File: config.mk
export PLATFORM = sky130hd
export DESIGN_NAME = pipelined_addsub
export DESIGN_NICKNAME = d
export VERILOG_FILES = /design/src/rtl/pipelined_addsub.sv
export SDC_FILE = /design/constraint.sdc
export NUM_CORES = 1
export LEC_CHECK = 0
export ABC_AREA = 0
export CAP_MARGIN = 20
export CORE_ASPECT_RATIO = 0.8
export CORE_MARGIN = 4
export CORE_UTILIZATION = 52
export CTS_BUF_LIST = sky130_fd_sc_hd__clkbuf_8
export CTS_CLUSTER_DIAMETER = 80
export DETAILED_ROUTE_END_ITERATION = 6
export PLACE_DENSITY = 0.8
export SLEW_MARGIN = 20
export SYNTH_ARGS = -nofsm -noshare
export SYNTH_HDL_FRONTEND = slang
export SYNTH_SLANG_ARGS = --single-unit
File: constraint.sdc
create_clock -name clk -period 2.3 [get_ports clk]
set_input_delay 0.23 -clock clk [delete_from_list [all_inputs] [get_ports clk]]
set_output_delay 0.23 -clock clk [all_outputs]
set_load 0.01 [all_outputs]
File: src/rtl/pipelined_addsub.sv
// WIDTH-bit add/subtract split into CHUNK-bit ripple stages, one item per cycle, global stall on out_ready.
// Define ADDSUB_SAT_EN to saturate the sum on signed overflow (cout/ov still report the raw result).
module pipelined_addsub #(
  parameter int WIDTH = 32,
  parameter int CHUNK = 8
) (
  input  logic             clk,
  input  logic             rst_n,
  input  logic             in_valid,
  output logic             in_ready,
  input  logic [WIDTH-1:0] x,
  input  logic [WIDTH-1:0] y,
  input  logic             sub,
  output logic             out_valid,
  input  logic             out_ready,
  output logic [WIDTH-1:0] sum,
  output logic             cout,
  output logic             ov,
  output logic             zero
);
  localparam int CHK    = (CHUNK < 1) ? 1 : CHUNK;
  localparam int STAGES = WIDTH / CHK;
  localparam int LAST   = (STAGES < 1) ? 0 : STAGES - 1;
  localparam int CW     = CHK + 1;

  if ((CHUNK < 1) || ((WIDTH % CHK) != 0) || (STAGES < 1)) begin : g_cfg_err
    $error("pipelined_addsub: WIDTH must be a positive multiple of CHUNK");
  end

  logic [STAGES-1:0] vld_q;
  logic [STAGES-1:0] v_in;
  logic [STAGES-1:0] c_in;
  logic [STAGES-1:0] c_out;
  logic              cy_q  [STAGES];
  logic [WIDTH-1:0]  xs_q  [STAGES];
  logic [WIDTH-1:0]  ys_q  [STAGES];
  logic [WIDTH-1:0]  ps_q  [STAGES];
  logic [WIDTH-1:0]  x_in  [STAGES];
  logic [WIDTH-1:0]  y_in  [STAGES];
  logic [WIDTH-1:0]  p_in  [STAGES];
  logic [WIDTH-1:0]  p_out [STAGES];
  logic [CHK-1:0]    part  [STAGES];
  logic              advance;
  logic              msb_cin;
  logic              raw_ov;
  logic [WIDTH-1:0]  sum_d;

  assign out_valid = vld_q[LAST];
  assign advance   = ~out_valid | out_ready;
  assign in_ready  = advance;

  // Unconsumed operand bits shift down one chunk per stage; finished result chunks shift in from the top.
  always_comb begin
    v_in[0] = in_valid;
    x_in[0] = x;
    y_in[0] = y ^ {WIDTH{sub}};
    p_in[0] = '0;
    c_in[0] = sub;
    for (int k = 1; k < STAGES; k++) begin
      v_in[k] = vld_q[k-1];
      x_in[k] = xs_q[k-1];
      y_in[k] = ys_q[k-1];
      p_in[k] = ps_q[k-1];
      c_in[k] = cy_q[k-1];
    end
    for (int k = 0; k < STAGES; k++) begin
      {c_out[k], part[k]} = CW'(x_in[k][CHK-1:0]) + CW'(y_in[k][CHK-1:0]) + CW'(c_in[k]);
      p_out[k] = (p_in[k] >> CHK) | (WIDTH'(part[k]) << (WIDTH - CHK));
    end
  end

  // Carry into the MSB recovered from the MSB's own sum bit.
  assign msb_cin = part[LAST][CHK-1] ^ x_in[LAST][CHK-1] ^ y_in[LAST][CHK-1];
  assign raw_ov  = c_out[LAST] ^ msb_cin;

`ifdef ADDSUB_SAT_EN
  assign sum_d = raw_ov ? {~p_out[LAST][WIDTH-1], {(WIDTH-1){p_out[LAST][WIDTH-1]}}}
                        : p_out[LAST];
`else
  assign sum_d = p_out[LAST];
`endif

  always_ff @(posedge clk or negedge rst_n) begin
    if (!rst_n) begin
      vld_q <= '0;
      sum   <= '0;
      cout  <= 1'b0;
      ov    <= 1'b0;
      zero  <= 1'b0;
      for (int k = 0; k < STAGES; k++) begin
        xs_q[k] <= '0;
        ys_q[k] <= '0;
        ps_q[k] <= '0;
        cy_q[k] <= 1'b0;
      end
    end else if (advance) begin
      vld_q <= v_in;
      for (int k = 0; k < STAGES; k++) begin
        if (v_in[k]) begin
          xs_q[k] <= x_in[k] >> CHK;
          ys_q[k] <= y_in[k] >> CHK;
          ps_q[k] <= p_out[k];
          cy_q[k] <= c_out[k];
        end
      end
      if (v_in[LAST]) begin
        sum  <= sum_d;
        cout <= c_out[LAST];
        ov   <= raw_ov;
        zero <= (sum_d == '0);
      end
    end
  end
endmodule
==> results by group, run 1 <==
Critical path
  • Crit path max-delay cell type: fa_2
  • Type of origin of the critical path: flop
  • WP data arrival: between 2000 and 3000 ps
  • Levels on crit path: 8
  • R2R Setup Slk: -50 ps
  • Critical Path RT: 2640 ps
  • R2r startpoint: y_in[0]
  • Crit Path Class: reg2reg
  • Critical path peak fanout: 2
  • CP bufs+invs: 0
  • Setup crit end: ov
  • Worst path max stage delay: about 420 ps
  • CP Cell Sequence: fa_2, fa_2, a21oi_4, o211ai_1, o41ai_2, xnor2_1, xnor2_1, o21ai_1
  • Crit path capture type: flop
  • Cell family with most CP delay: adder cells
  • Setup crit start: y_in[0]
  • Reg2Reg Depth: 8
  • R2r endpoint: ov

Route
  • Total wire length: ~18000 um
  • Vias: approximately 5400
  • Via/cell ratio: roughly 5.4
  • Drt drc: 0
  • Antenna Nets Post-Route: 0
  • Router iterations before antenna repair: 5
  • DR iter-0 viols: 280
  • Metal3 WL: 594 um
  • Met2 WL: 8750 um
  • Highest routed layer: met4
  • Metal1 wirelength: 7930 um
  • WL/cell: about 17 um

Synthesis
  • Post-synth cell types: 38
  • Flops & latches, synth: roughly 190
  • Post-Syn Area: roughly 0.0084 mm^2
  • Synth Warn #: 0
  • Synth Net Count: 770
  • Mapped Avg Cell Area: 12.7 um^2
  • Syn Inst Count: approximately 670
  • Number of synthesized flops with an enable pin: 0
  • Top_reg_cell synth: dfrtp_1
  • Post-synthesis sequential area ratio: 55.2%
  • Asr flop ratio synth: 100%

Power and ir drop
  • Leakage: 4.52 nW
  • Clock share of power: about 16%
  • Reg power frac: between 30% and 40%
  • Pwr/cell area: 1380 mW/mm^2
  • Net Sw Frac: approximately a third
  • Net Switching: between 4 and 5 mW
  • Logic pwr share: between 40 and 50%
  • VDD IR max: approximately 0.54 mV
  • Cell-internal power: just over 9 mW

Final layout
  • # fillers: ~1100
  • Share of cells above drive strength 1: approximately a quarter
  • Register Area: 0.00465 mm^2
  • Ant. Diodes: 0
  • Area Overhead vs Synth: 23.0%
  • Fin nets: a little under 900
  • Area of the multi-input gates: roughly 0.0037 mm^2
  • Final Non-Filler Cells: between 1000 and 1500

Placement
  • Worst slack at placement: -321 ps
  • Dpl cells: about 980
  • RD Place Congestion: ~0.88
  • PortBufs: about 110
  • Detail Placement HPWL: between 10000 and 15000 um

Floorplan
  • Standard-cell rows: 41
  • Die footprint: around 0.018 mm^2
  • Die width: between 150 and 200 um
  • Die height: between 100 and 150 um
  • Top-level I/O count: roughly 110
  • Initial Util: a little over half
  • Core area: approximately 0.016 mm^2

STA
  • Slew @ Worst Pin: 574 ps
  • Setup repair after global routing missed its margin: true
  • Post-Route Skew: approximately 12 ps
  • Rel. slew slack: about three fifths
  • Fin. max-slew vios: 0
  • Final worst slack: -52.8 ps
  • Achievable Freq: approximately 430 MHz
  • Final Hold Violating Endpoints: 0
  • Final setup TNS: -69.3 ps
  • Minimum clock period: 2350 ps
  • Setup-failing EPs final: 2
  • Period utilization: 102%

Clock tree
  • CTS Buf Count: 17
  • Max clock buf depth: 2
  • H-tree depth: 4
  • CTS tree: done
  • CTS Sinks: about 190
  • CTS root buf: clkbuf_8
  • Clock Pin Slew Worst Setup and Hold Paths: 90 ps
  • Worst skew pair latency: between 400 and 500 ps

Run status
  • Failing checks: negative setup slack
  • Status: finished with violations

Run
  • Max-cap violation count: 0

Global routing
  • Total gr overflow: 0
  • Vias in the first global route: between 5000 and 6000
  • Largest net degree at the start of global routing: 61
  • Total GRT Usage: roughly a fifth
  • Global-route wire length before repair: 29200 um
  • Antenna violations before repair: 0

Min path
  • Hold Crit Class: in2async
-- logic make-up after synthesis --
kind of cell | synth area share, %
XOR/XNOR | 5.29
AO/OA/AOI/OAI | 7.50
multiplexers | 17.7
adder cells (fa/ha/maj) | 5.81
flip-flops | 55.2
buffers and inverters | 2.31
AND/OR/NAND/NOR | 6.23
-- cells in the mapped netlist, types with 6 or more instances --
cell | n | area (um^2)
a21oi_1 | 13 | 65.1
ha_1 | 28 | 350
xor2_1 | 10 | 87.6
nor2_1 | 11 | 41.3
nor4_1 | 7 | 43.8
nand3_1 | 8 | 40.0
a21o_1 | 9 | 67.6
o21bai_1 | 6 | 45.0
clkbuf_1 | 17 | 63.8
xnor2_1 | 41 | 359
inv_1 | 19 | 71.3
buf_1 | 8 | 30.0
fa_1 | 7 | 140
nand2_1 | 54 | 203
nor3b_1 | 6 | 45.0
dfrtp_1 | 186 | 4650
o21ai_0 | 53 | 265
mux2_2 | 130 | 1460
-- power by group through the flow --
| stage | registers (mW) | logic, mW | clock network (mW) |
|---|---|---|---|
| 6_report | 5.70 | 6.31 | 2.28 |
| 2_1_floorplan | 5.53 | 4.10 | 0 |
| 3_5_place_dp | 5.75 | 6.04 | 0 |
| 4_1_cts | 5.70 | 6.22 | 2.33 |
| 5_1_grt | 5.87 | 6.94 | 2.48 |
| 3_3_place_gp | 5.64 | 5.75 | 0 |
-- timing repair --
item	CTS	global route
buffers inserted	2	2
hold buffers	1	0
pin swaps	7	5
endpoints found under the hold margin	55	0
setup endpoints to repair	5	8
gates resized for setup	7	5
-- cell usage in the layout, fill, tap and decap left out, types with 4 or more instances in the layout --
cell type | netlist | final
o31ai_1 | 4 | 4
fa_1 | 7 | 4
mux2_2 | 130 | 130
nor4_1 | 7 | 6
nand2_1 | 54 | 51
o21ai_0 | 53 | 52
inv_1 | 19 | 20
clkbuf_8 | 0 | 20
nand4b_1 | 4 | 4
nor3_1 | 5 | 4
a21o_1 | 9 | 9
dfrtp_1 | 186 | 186
a21oi_1 | 13 | 10
ha_1 | 28 | 28
buf_4 | 0 | 19
nor2_1 | 11 | 11
o21a_1 | 4 | 4
xor2_1 | 10 | 10
clkdlybuf4s50_1 | 0 | 103
xnor2_1 | 41 | 41
o211ai_1 | 4 | 4
buf_12 | 0 | 6
nand3_1 | 8 | 8
nor3b_1 | 6 | 6
o21bai_1 | 6 | 6
-- area by class of cell --
type	instances	area share (%)
clock buffers	20	2.65
multi-input cells	430	35.2
inverters	19	0.687
flip-flops and latches	186	44.8
well taps	215	2.59
clock inverters	11	1.37
repair buffers	131	12.7
-- worst min-delay path by stage --
| stage | to | slack (ps) | cells past startpoint |
|---|---|---|---|
| 5_1_grt | y_in[87] | 340 | 3 |
| 3_3_place_gp | x_in[39] | 230 | 1 |
| 6_report | y_in[35] | 310 | 2 |
| 3_5_place_dp | y_in[39] | 240 | 1 |
| 4_1_cts | y_in[87] | 320 | 3 |
| 2_1_floorplan | c_in[1] | -70 | 0 |
-- per-layer routing --
layer / track usage, % / vias to the layer above
met1: 27.3 / 2723
met5: 0 / -
met3: 4.35 / 25
li1: - / 2573
met4: 5.77 / 0
met2: 33.9 / 94
-- through the flow --
step / hold slack [ps] / util [%] / total power [mW] / cell area (um^2)
after floorplan: -65.6 / - / 9.63 / 8450
after global placement: 233 / 62.3 / 11.4 / 9880
after detailed placement: 244 / 62.3 / 11.8 / 9880
after CTS: 317 / 65.3 / 14.3 / 10300
after global routing: 342 / 65.5 / 15.3 / 10400
final: 313 / 65.5 / 14.3 / 10400
-- state kept, by name, indices dropped and copies added, names as in the netlist --
name   flops
p_in      48
x_in      48
y_in      48
sum       32
vld_q      4
c_in       3
cout       1
ov         1
zero       1
Power figures use the tool's default switching activity.
==> inputs of run 2 (changes only) <==
- CTS_CLUSTER_SIZE: unset -> 20
- SLEW_MARGIN: 20 -> 10
==> results of run 2 <==
Same layout as run 1: the final DEF is identical, and so are final timing and power.
==> inputs of run 3 (changes only) <==
- ABC_AREA: 0 -> 1
- PLACE_DENSITY: 0.8 -> 0.75
- REMOVE_ABC_BUFFERS: unset -> 1
==> run 3 against run 2 <==
Against the previous run: the run now ends clean; worst hold slack got worse by 54 ps; power down 12%; via count increased by 16%; sequential power down 8.1%; clock-buffer cell count did not move; synthesized area grew 1.4%; core utilization fell by 1.3 points; combinational power shrank 21%; largest cell class unchanged; largest power group is now registers.
==> results by group, run 3 <==
Clock tree
  • Hold buffers post-CTS: 1 (unchanged)
  • Clock Pin Slew Worst Setup and Hold Paths: 100 ps (was 90 ps)
  • Postcts setup bufs: 0 (was 2)
  • CTS root buf: clkbuf_8 (unchanged)
  • CTS tree: done (unchanged)
  • Max clock buf depth: 2 (unchanged)
  • Worst skew pair latency: 470 ps (was 450 ps)
  • Post_cts resized: 0 (was 7)
  • CTS Sinks: 186 (unchanged)
  • H-tree depth: 4 (unchanged)
  • CTS Buf Count: 17 (unchanged)

Power and ir drop
  • Pwr/cell area: 1220 mW/mm^2 (was 1380 mW/mm^2)
  • Cell-internal power: 7.78 mW (was 9.31 mW)
  • Reg power frac: 41.8% (was 39.9%)
  • Net Switching: 4.76 mW (was 4.98 mW)
  • Leakage: 5.07 nW (was 4.52 nW)
  • Total power: 12.5 mW (was 14.3 mW)
  • Clock share of power: 18.2% (was 16.0%)
  • Logic pwr share: 40.0% (was 44.2%)
  • Net Sw Frac: 38.0% (was 34.8%)
  • VDD IR max: 0.479 mV (was 0.543 mV)

STA
  • Setup repair after global routing missed its margin: false (was true)
  • Period utilization: 90.6% (was 102%)
  • Achievable Freq: 480 MHz (was 425 MHz)
  • Final Hold Violating Endpoints: 0 (unchanged)
  • WHS: 259 ps (was 313 ps)
  • Minimum clock period: 2080 ps (was 2350 ps)
  • Setup-failing EPs final: 0 (was 2)
  • Slew @ Worst Pin: 753 ps (was 574 ps)
  • Final setup TNS: 0 ps (was -69.3 ps)
  • Post-Route Skew: 14.2 ps (was 12.1 ps)
  • Fin. max-slew vios: 0 (unchanged)
  • Rel. slew slack: 49.8% (was 61.7%)

Route
  • Antenna Nets Post-Route: 0 (unchanged)
  • Vias: 6281 (was 5415)
  • Total wire length: 17000 um (was 17600 um)
  • Router iterations before antenna repair: 5 (unchanged)
  • Drt drc: 0 (unchanged)
  • Via/cell ratio: 4.85 (was 5.35)
  • WL/cell: 13.1 um (was 17.4 um)
  • DR iter-0 viols: 315 (was 280)

Placement
  • DP Area: 0.00982 mm^2 (was 0.00988 mm^2)
  • PortBufs: 105 (unchanged)
  • Detail Placement HPWL: 12100 um (was 13200 um)
  • RD Place Congestion: 0.835 (was 0.877)

Run
  • Max-cap violation count: 0 (unchanged)

Critical path
  • WP data arrival: 2440 ps (was 2700 ps)
  • Critical path peak fanout: 3 (was 2)
  • Cell family with most CP delay: adder cells (unchanged)
  • Type of origin of the critical path: flop (unchanged)
  • CP Cell Sequence: fa_1, fa_1, nand3_1, nand2_1, a31oi_1, nand3_1, nand3_1, nand2_1 (was fa_2, fa_2, a21oi_4, o211ai_1, o41ai_2, xnor2_1, xnor2_1, o21ai_1)
  • Cell repeated most along the worst path: nand3_1
  • Critical Path RT: 2660 ps (was 2640 ps)
  • CP bufs+invs: 0 (unchanged)
  • Crit Path Class: reg2reg (unchanged)
  • Worst path max stage delay: 460 ps (was 420 ps)
  • Crit path capture type: flop (unchanged)
  • Crit path max-delay cell type: fa_1 (was fa_2)

Global routing
  • Total GRT Usage: 19.6% (was 20.4%)
  • Largest net degree at the start of global routing: 76 (was 61)
  • Global-route wire length before repair: 28800 um (was 29200 um)
  • Antenna violations before repair: 0 (unchanged)
  • Total gr overflow: 0 (unchanged)
  • Vias in the first global route: 6021 (was 5738)

Min path
  • Hold Crit Class: in2reg (was in2async)

Final layout
  • # fillers: 1374 (was 1138)
  • Area Overhead vs Synth: 19.8% (was 23.0%)
  • Most frequent cells in the layout: nand2_1 (347), dfrtp_1 (186), clkdlybuf4s50_1 (103), inv_1 (87), o21ai_0 (72) (was dfrtp_1 (186), mux2_2 (130), clkdlybuf4s50_1 (103), o21ai_0 (52), nand2_1 (51))
  • Ant. Diodes: 0 (unchanged)
  • Fin nets: 1171 (was 889)
  • Final core utilization: 64.2% (was 65.5%)
  • Final instance area: 0.0102 mm^2 (was 0.0104 mm^2)
  • Commonest non-fill, non-tap cell in the layout: nand2_1 (was dfrtp_1)
  • Share of cells above drive strength 1: 5.19% (was 25.1%)

Synthesis
  • Flops & latches, synth: 186 (unchanged)
  • Top cell type's share of synthesized area: 54.4% (was 55.2%)
  • Post-Syn Area: 0.00856 mm^2 (was 0.00844 mm^2)
  • Post-synth cell types: 28 (was 38)
  • Number of synthesized flops with an enable pin: 0 (unchanged)
  • Yosys top cell by area: dfrtp_1 (unchanged)
  • Count leader, synth: nand2_1 (was dfrtp_1)
  • Syn Inst Count: 971 (was 666)
  • Most frequent cells after synthesis: nand2_1 (347), dfrtp_1 (186), inv_1 (86) (was dfrtp_1 (186), mux2_2 (130), nand2_1 (54))
  • Synth Warn #: 0 (unchanged)
  • Top_reg_cell synth: dfrtp_1 (unchanged)
  • Area contributors post-synth: dfrtp_1 (54%), nand2_1 (15%), o21ai_0 (4.2%) (was dfrtp_1 (55%), mux2_2 (17%), xnor2_1 (4.3%))
  • Mapped Avg Cell Area: 8.81 um^2 (was 12.7 um^2)
  • Post-synthesis sequential area ratio: 54.4% (was 55.2%)
  • Asr flop ratio synth: 100% (unchanged)

Floorplan
  • Die width: 151 um (was 150 um)
  • Standard-cell rows: 41 (unchanged)
  • Die footprint: 0.0186 mm^2 (was 0.0183 mm^2)
  • Top-level I/O count: 106 (unchanged)
  • Die height: 123 um (was 122 um)
  • Initial Util: 53.6% (was 53.2%)
  • Core area: 0.0160 mm^2 (was 0.0159 mm^2)

Run status
  • Status: finished, final reports clean (was finished with violations)
run 3: cell count changes in the layout (fill, tap and decap cells not counted), moves of 13 or more:
cell / before / now
nand2_1: 51 / 347
o21ai_0: 52 / 72
a21oi_1: 10 / 23
inv_1: 20 / 87
mux2_2: 130 / 0
buf_4: 19 / 6
nand3_1: 8 / 24
o21ai_1: 1 / 55
run 3: final timing paths:
path | start | endpoint | slack (ps) | cells past startpoint
max reg2reg | c_in[3] | ov | 220 | 8
min in group asynchronous | rst_n | p_in[90] | 330 | 2
max in group asynchronous | rst_n | sum[0] | 1230 | 3
max | c_in[3] | ov | 220 | 8
min reg2reg | p_in[54] | p_in[54] | 480 | 2
min | sub | y_in[71] | 260 | 3
run 3: metrics by stage:
step                std cells  setup WS, ps
floorplan                 931         -1420
global placement         1262           220
detailed placement       1262           184
CTS                      1294           209
global route             1294          21.1
finish                   1294           216
run 3: power groups by stage:
stage | combinational, mW | clock, mW | sequential, mW
3_5_place_dp | 5.03 | 0 | 5.30
5_1_grt | 5.80 | 2.47 | 5.39
2_1_floorplan | 3.20 | 0 | 5.25
4_1_cts | 5.06 | 2.33 | 5.24
3_3_place_gp | 4.88 | 0 | 5.27
6_report | 5.01 | 2.29 | 5.24
run 3: cells by family (layout without fill, tap and decap cells):
| family | after synthesis | after routing | share of synthesized area (%) |
|---|---|---|---|
| and+or+nand+nor | 408 | 408 | 18.9 |
| buffers and inverters | 132 | 240 | 6.42 |
| DFF | 186 | 186 | 54.4 |
| adders and majority gates | 35 | 35 | 5.73 |
| xor gates and xnor gates | 44 | 44 | 4.50 |
| AOI/OAI and AO/OA | 166 | 166 | 10.1 |
run 3: area by class of cell:
class                      instances  area [um^2]  area share (%)
clock inverter                    11          143            1.39
sequential                       186         4650            45.4
timing repair buffer             117         1200            11.7
multi-input combinational        653         3360            32.8
clock buffer                      20          275            2.69
inverter                          92          345            3.37
tap                              215          269            2.62
run 3: layer usage:
| layer | routed length (um) | track usage (%) | up-vias |
|---|---|---|---|
| met4 | 161 | 4.64 | 0 |
| met5 | 0 | 0 | - |
| li1 | - | - | 3277 |
| met3 | 687 | 4.32 | 13 |
| met2 | 7550 | 30.4 | 104 |
| met1 | 8570 | 28.5 | 2887 |
run 3: worst reg2reg max path, stage by stage, from the launching register on:
cell	delay (ps)
dfrtp_1	410
fa_1	460
fa_1	430
nand3_1	110
nand2_1	100
a31oi_1	230
nand3_1	110
nand3_1	90
nand2_1	50
